[config.mk]
export PLATFORM = sky130hd
export DESIGN_NAME = fetch_unit
export DESIGN_NICKNAME = d
export VERILOG_FILES = /design/src/rtl/fetch_pkg.sv /design/src/rtl/fetch_unit.sv
export SDC_FILE = /design/constraint.sdc
export NUM_CORES = 1
export LEC_CHECK = 0
export ABC_AREA = 1
export CAP_MARGIN = 5
export CELL_PAD_IN_SITES_DETAIL_PLACEMENT = 0
export CELL_PAD_IN_SITES_GLOBAL_PLACEMENT = 1
export CORE_AREA = 2 2 87 89
export CTS_CLUSTER_SIZE = 24
export DETAILED_ROUTE_END_ITERATION = 8
export DIE_AREA = 0 0 89 91
export PLACE_DENSITY = 0.71
export SYNTH_ARGS = -nofsm -noshare
export SYNTH_HDL_FRONTEND = slang
export SYNTH_SLANG_ARGS = --single-unit
[constraint.sdc]
create_clock -name clk -period 3.3 [get_ports clk]
set_input_delay 0.66 -clock clk [delete_from_list [all_inputs] [get_ports clk]]
set_output_delay 0.66 -clock clk [all_outputs]
set_load 0.01 [all_outputs]
[src/rtl/fetch_pkg.sv]
// Shared definitions for the instruction fetch controller: state encoding,
// PC width and the opcode class that marks a two-byte instruction.
package fetch_pkg;

  localparam int PC_W = 8;
  localparam logic [7:0] HALT_OP_DEFAULT = 8'hFF;
  localparam logic [1:0] LONG_CLASS = 2'b11;

  typedef enum logic [2:0] {
    IDLE,
    F_OP,
    C_OP,
    F_ARG,
    C_ARG,
    HOLD,
    HALTED
  } state_t;

endpackage

[src/rtl/fetch_unit.sv]
// Program counter and fetch sequencer in front of a registered instruction
// memory; assembles 1/2-byte instructions and hands them to the decoder.
module fetch_unit
  import fetch_pkg::*;
#(
  parameter logic [PC_W-1:0] PC_RESET = 8'h00,
  parameter logic [7:0]      HALT_OP  = HALT_OP_DEFAULT
) (
  input  logic            clk,
  input  logic            rst,
  input  logic            start,
  output logic [PC_W-1:0] iAddr,
  output logic            FETCH,
  input  logic [7:0]      instr,
  output logic [7:0]      opcode,
  output logic [7:0]      operand,
  output logic [PC_W-1:0] instr_pc,
  output logic            instr_valid,
  input  logic            dec_ready,
  input  logic            jmp_en,
  input  logic [PC_W-1:0] jmp_addr,
  output logic            halted
);

  state_t          state, state_next;
  logic [PC_W-1:0] pc, pc_next;
  logic            jump_taken;
  logic            long_instr;

  // The HALT opcode falls in the long class but is treated as a single byte.
  assign long_instr = (instr[7:6] == LONG_CLASS) && (instr != HALT_OP);
  assign jump_taken = jmp_en && (state inside {F_OP, C_OP, F_ARG, C_ARG, HOLD});

  always_ff @(posedge clk) begin
    if (rst) begin
      state <= IDLE;
      pc    <= PC_RESET;
    end else begin
      state <= state_next;
      pc    <= pc_next;
    end
  end

  always_comb begin
    state_next = state;
    pc_next    = pc;
    case (state)
      IDLE: begin
        if (start) begin
          pc_next    = PC_RESET;
          state_next = F_OP;
        end
      end
      F_OP:  state_next = C_OP;
      C_OP: begin
        pc_next    = pc + 1'b1;
        state_next = long_instr ? F_ARG : HOLD;
      end
      F_ARG: state_next = C_ARG;
      C_ARG: begin
        pc_next    = pc + 1'b1;
        state_next = HOLD;
      end
      HOLD: begin
        if (dec_ready)
          state_next = (opcode == HALT_OP) ? HALTED : F_OP;
      end
      HALTED: state_next = HALTED;
      default: state_next = IDLE;
    endcase
    // A jump discards any partial instruction but still lets a HOLD handshake complete.
    if (jump_taken) begin
      pc_next    = jmp_addr;
      state_next = F_OP;
    end
  end

  // Memory-facing strobes are registered from the next state so they line up with F_OP/F_ARG.
  always_ff @(posedge clk) begin
    if (rst) begin
      iAddr       <= '0;
      FETCH       <= 1'b0;
      opcode      <= '0;
      operand     <= '0;
      instr_pc    <= '0;
      instr_valid <= 1'b0;
      halted      <= 1'b0;
    end else begin
      FETCH       <= (state_next == F_OP) || (state_next == F_ARG);
      instr_valid <= (state_next == HOLD);
      halted      <= (state_next == HALTED);
      if ((state_next == F_OP) || (state_next == F_ARG))
        iAddr <= pc_next;
      if (!jump_taken) begin
        case (state)
          F_OP: instr_pc <= pc;
          C_OP: begin
            opcode <= instr;
            if (!long_instr)
              operand <= '0;
          end
          C_ARG: operand <= instr;
          default: ;
        endcase
      end
    end
  end

endmodule

# Yosys cells after proc, flatten, opt, wreduce, memory -nomap -nowiden

Index checks and enable logic that the tools add are counted.

Bitwise logic cells: 1
Eq/ne operators: 14
Muxes and demuxes: 11
Reductions and logical operators: 10
Add/sub/neg operators: 1

Operators by type and width:

| cell                                                             | number |
|---|---|
| 8-bit one-hot mux with 2 select lines                            | 2 |
| 8-bit 2-to-1 mux                                                 | 3 |
| 3-bit one-hot mux with 7 select lines                            | 1 |
| 3-bit == test (second input constant)                            | 5 |
| 3-bit 2-to-1 mux                                                 | 5 |
| 3-bit by 2-bit == test with 1-bit output (second input constant) | 3 |
| 8-bit by 1-bit adder with 8-bit output (second input constant)   | 1 |
| 8-bit == test (second input constant)                            | 1 |
| 8-bit inequality test (second input constant)                    | 1 |
| 3-bit by 1-bit == test with 1-bit output (second input constant) | 2 |
| 5-bit nonzero test                                               | 1 |
| 2-bit AND reduction                                              | 2 |
| 3-bit logical NOT                                                | 1 |
| 3-bit AND reduction                                              | 1 |
| 2-bit == test (second input constant)                            | 1 |
| 1-bit logical AND                                                | 2 |
| 2-bit inequality test (second input constant)                    | 1 |
| 2-bit nonzero test                                               | 1 |
| 2-bit OR reduction                                               | 1 |
| 1-bit logical OR                                                 | 1 |
| 1-bit inverter                                                   | 1 |

Output and inout bits: 35
Input port bits: 21
Word-level logic and storage cells: 46
Bits in registers: 46

# Longest topological paths before layout

Depth after elaboration: 7
Mapped depth: 12
Mapped depth without buffers: 11

# Worst setup path after synthesis

Ideal clock, no wire load.

Kind: input-to-reg
Start point: input port jmp_en
End point: register instr_pc[6]
Library setup time: 119 ps
Stages: 8
Arrival: 1,470 ps
Path buffers: 1
Data required time: 3,181 ps
Path slack: 1,711 ps
Path through: nand2_1 > a21oi_4 > inv_4 > nand2_1 > inv_2 > buf_6 > o21ai_0 > a21oi_1

Cells in the longest elaborated chain, start to end: 3

Ends and longest elaborated chain:

| element                       | RTL line         | text |
|---|---|---|
| start: declaration            | fetch_unit.sv:20 | `input logic jmp_en,` |
| 1-bit logical AND             | fetch_unit.sv:32 | `assign jump_taken = jmp_en && (state inside {F_OP, C_OP, F_ARG, C_ARG, HOLD});` |
| 1-bit inverter (no line)      | -                |  |
| 2-bit AND reduction (no line) | -                |  |
| end signal: assignment        | fetch_unit.sv:96 | `F_OP: instr_pc <= pc;` |
| end: declaration              | fetch_unit.sv:17 | `output logic [PC_W-1:0] instr_pc,` |

Every way passes these cells.
A chain may end at the register's enable or synchronous reset.

# Worst setup path after layout

Start point: input port jmp_en
End point: register iAddr[3]

Cells in the longest elaborated chain, start to end: 4
Elaborated cells between the ends (all ways): 6
Those cells by class: eq/ne (2); mux (2); reduce/logical (2)

Ends and longest elaborated chain:

| element                                                                                                     | RTL line         | text |
|---|---|---|
| 1-bit logical AND (*)                                                                                       | fetch_unit.sv:32 |  |
| 3-bit 2-to-1 mux                                                                                            | fetch_unit.sv:72 | `if (jump_taken) begin` |
| 3-bit by 1-bit == test with 1-bit output / 3-bit by 2-bit == test with 1-bit output (equally long branches) | fetch_unit.sv:92 | `if ((state_next == F_OP) \|\| (state_next == F_ARG))` |
| 1-bit logical OR                                                                                            | fetch_unit.sv:92 |  |
| end signal: assignment                                                                                      | fetch_unit.sv:93 | `iAddr <= pc_next;` |
| end: declaration                                                                                            | fetch_unit.sv:12 | `output logic [PC_W-1:0] iAddr,` |

Mark *: on every way between the ends. The rest lies on a longest branch, timed or not.

==> reports/qor.csv <==
metric,value,unit
Chip Height,91,µm
DRT Wirelength,5520,µm
Total Routing Usage GR,14.4,%
most area-hungry cell type in the Yosys netlist,dfxtp_1,
synth warn,0,
Critical Path RT,3510,ps
CTS tree,yes,
"Clk Latency, worst-skew pair",300,ps
top-level port count,56,
"Hold Vio Cnt, Final",0,
layout cell share with drive strength beyond 1,7.26,%
cells after synthesis,301,
sequential share of power,40.8,%
critical path's most frequent cell,nand2_1,
Worst setup EP type,register,
RSZ-0062 raised after global routing,false,
CP startpoint,jmp_en,
Final min period,2020,ps
DR vias/cell,4.42,
Root Driver,clkbuf_8,
# setup viols final,0,
Hold/Removal Path Class,register to register,
Core Region,0.00714,mm²
CTS buffer count,5,
number of placed cells counting well taps,449,
part of the cycle the worst path needs,61.2,%
total clock sinks,46,
first-pass GRT wire length,9210,µm
min-delay src,instr_pc[1],
row cnt,31,
initial drt markers,89,
crit path cell chain,"clkdlybuf4s50_1, nand2_1, a21oi_4, inv_4, or2_0, nand2_1, nand3_1, nand2_1, nor2_1",
largest net degree at the start of global routing,22,
antenna cell count,0,
max incr delay on CP,490,ps
PortBufs,55,
Routed WL per cell,12.1,µm
Clock power frac,23.7,%
TNS Setup,0,ps
area grow syn2layout,34.9,%
Psw,629,µW
hpwl dp,4130,µm
Gate power share,35.5,%
"Reg clk slew, reported paths",90,ps
Int Pwr,1.16,mW
Synth Area per Inst,7.01,µm²
post-cts sizing count,0,
WS Path Type,input port to register,
post-CTS setup buffers,0,
switching fraction of total power,35.2,%
Power Dens Cells,627,mW/mm²
area of placed instances,0.00274,mm²
Vias,2018,
final cell count without fillers,457,
die width,89,µm
LEAKAGE,1.17,nW
total gr overflow,0,
Initial Utilization,29.6,%
Hold Path Depth,2,
Total Power,1.79,mW
Reg-to-Reg Start,state[2],
Synth Register Bits,46,
reg2reg path depth,8,
Routed Antenna Nets,0,
Finished Cell Area,0.00285,mm²
syn nets,323,
H-tree lvl count,2,
"Seq/Total Area, Yosys",43.6,%
DRC Markers,0,
Worst path slowest cell,clkdlybuf4s50_1,
Max VDD drop,235,µV
Worst-Margin Slew,423,ps
RR Endpoint,iAddr[3],
number of global-route vias before repair,1857,
status,finished clean,
CTS Hold Bufs,0,
clk_skew,7.48,ps
first drt pass iteration count,4,
Max clock buf depth,2,
initial antenna violation count,0,
slew margin rel.,71.7,%
critical path arrival,2230,ps
crit path max fanout,16,
Die Area,0.00810,mm²
CP Launch Type,input port,
Cell variety after synth,27,
Mapped Area,0.00211,mm²
final net count,379,
post-synth top area share,43.6,%
fmax,495,MHz
max-slew violation count,0,
Hold Path End,instr_pc[1],
"top cells by area, synth","dfxtp_1, nand2_1, nor2_1, o21ai_0, a21oi_1",
"reg-to-reg slack, setup",1590,ps
GPL Wtd Cong,0.794,
# Max-Cap Violations,0,
routing by layer:
layer	share of wire, %	vias to the layer above	global-route usage, %
met3	4.0	6	2.64
met1	50	883	21.2
li1	-	1078	-
met2	44	51	21.1
met4	1.5	0	4.48
met5	0	-	0
critical path: cells and delay by family:
kind / cells / cell delay, ps
AOI/OAI and AO/OA: 1 / 250
and+or+nand+nor: 6 / 680
buffers and inverters: 2 / 640
cells in the final DEF, fill, tap and decap left out, types with 5 or more instances in the layout:
cell type	Yosys	routed
a21oi_1	24	24
inv_1	23	23
nand2_1	64	64
clkbuf_8	0	5
dfxtp_1	46	46
nand3_1	17	17
nand2_2	5	5
clkdlybuf4s50_1	0	55
nand4_1	9	9
o21ai_0	26	26
nor2_1	54	54
stage by stage:
step | util [%] | hold slack [ps] | setup WS [ps]
after floorplan | - | 457 | 1710
after global placement | 38.4 | 465 | 948
after detailed placement | 38.4 | 474 | 954
after CTS | 39.9 | 493 | 1280
after global routing | 39.9 | 505 | 1090
final | 39.9 | 487 | 1280
how the worst max path moves through the flow:
stage / endpoint / slack [ps] / cells after the start
finish: iAddr[3] / 1280 / 9
global route: iAddr[1] / 1090 / 12
CTS: iAddr[3] / 1280 / 9
detailed placement: iAddr[3] / 950 / 9
global placement: iAddr[3] / 950 / 9
floorplan: instr_pc[6] / 1710 / 8
cell type report:
class	count	area (µm²)
inverter	28	109
fill	774	4290
multi-input combinational	219	1020
sequential	46	921
timing repair buffer	57	566
clock inverter	3	40.0
tap	99	124
clock buffer	5	68.8
power by group through the flow:
stage / Clock (mW) / Sequential (mW) / Combinational [mW]
CTS: 0.434 / 0.732 / 0.639
finish: 0.424 / 0.729 / 0.633
detailed placement: 0 / 0.744 / 0.635
global placement: 0 / 0.744 / 0.636
floorplan: 0 / 0.762 / 0.379
global route: 0.452 / 0.746 / 0.724
flip-flops by register name (all words and copies together) (netlist names):
signal	count
FETCH	1
halted	1
iAddr	8
instr_pc	8
instr_valid	1
opcode	8
operand	8
pc	8
state	3
logic make-up after synthesis:
group / share of synthesized area (%)
and+or+nand+nor: 33.9
AOI/OAI and AO/OA: 13.4
DFF: 43.6
buffers and inverters: 8.06
xor gates and xnor gates: 0.415
adders and majority gates: 0.593
Yosys cell counts:
cell type,number
dfxtp_1,46
nor3_2,1
nor2_2,3
a21oi_1,24
a31oi_1,1
nand2_2,5
nand2_1,64
nand3_1,17
clkbuf_1,3
clkinv_2,1
and2_1,4
nand4_1,9
xor2_1,1
buf_6,4
inv_1,23
inv_2,3
ha_1,1
a21oi_4,1
o21ai_1,2
or2_0,2
inv_4,1
buf_2,1
nand3_4,1
nor2_1,54
o21ai_0,26
or2_1,1
nor3_1,2
(Power assumes the default switching activity.)
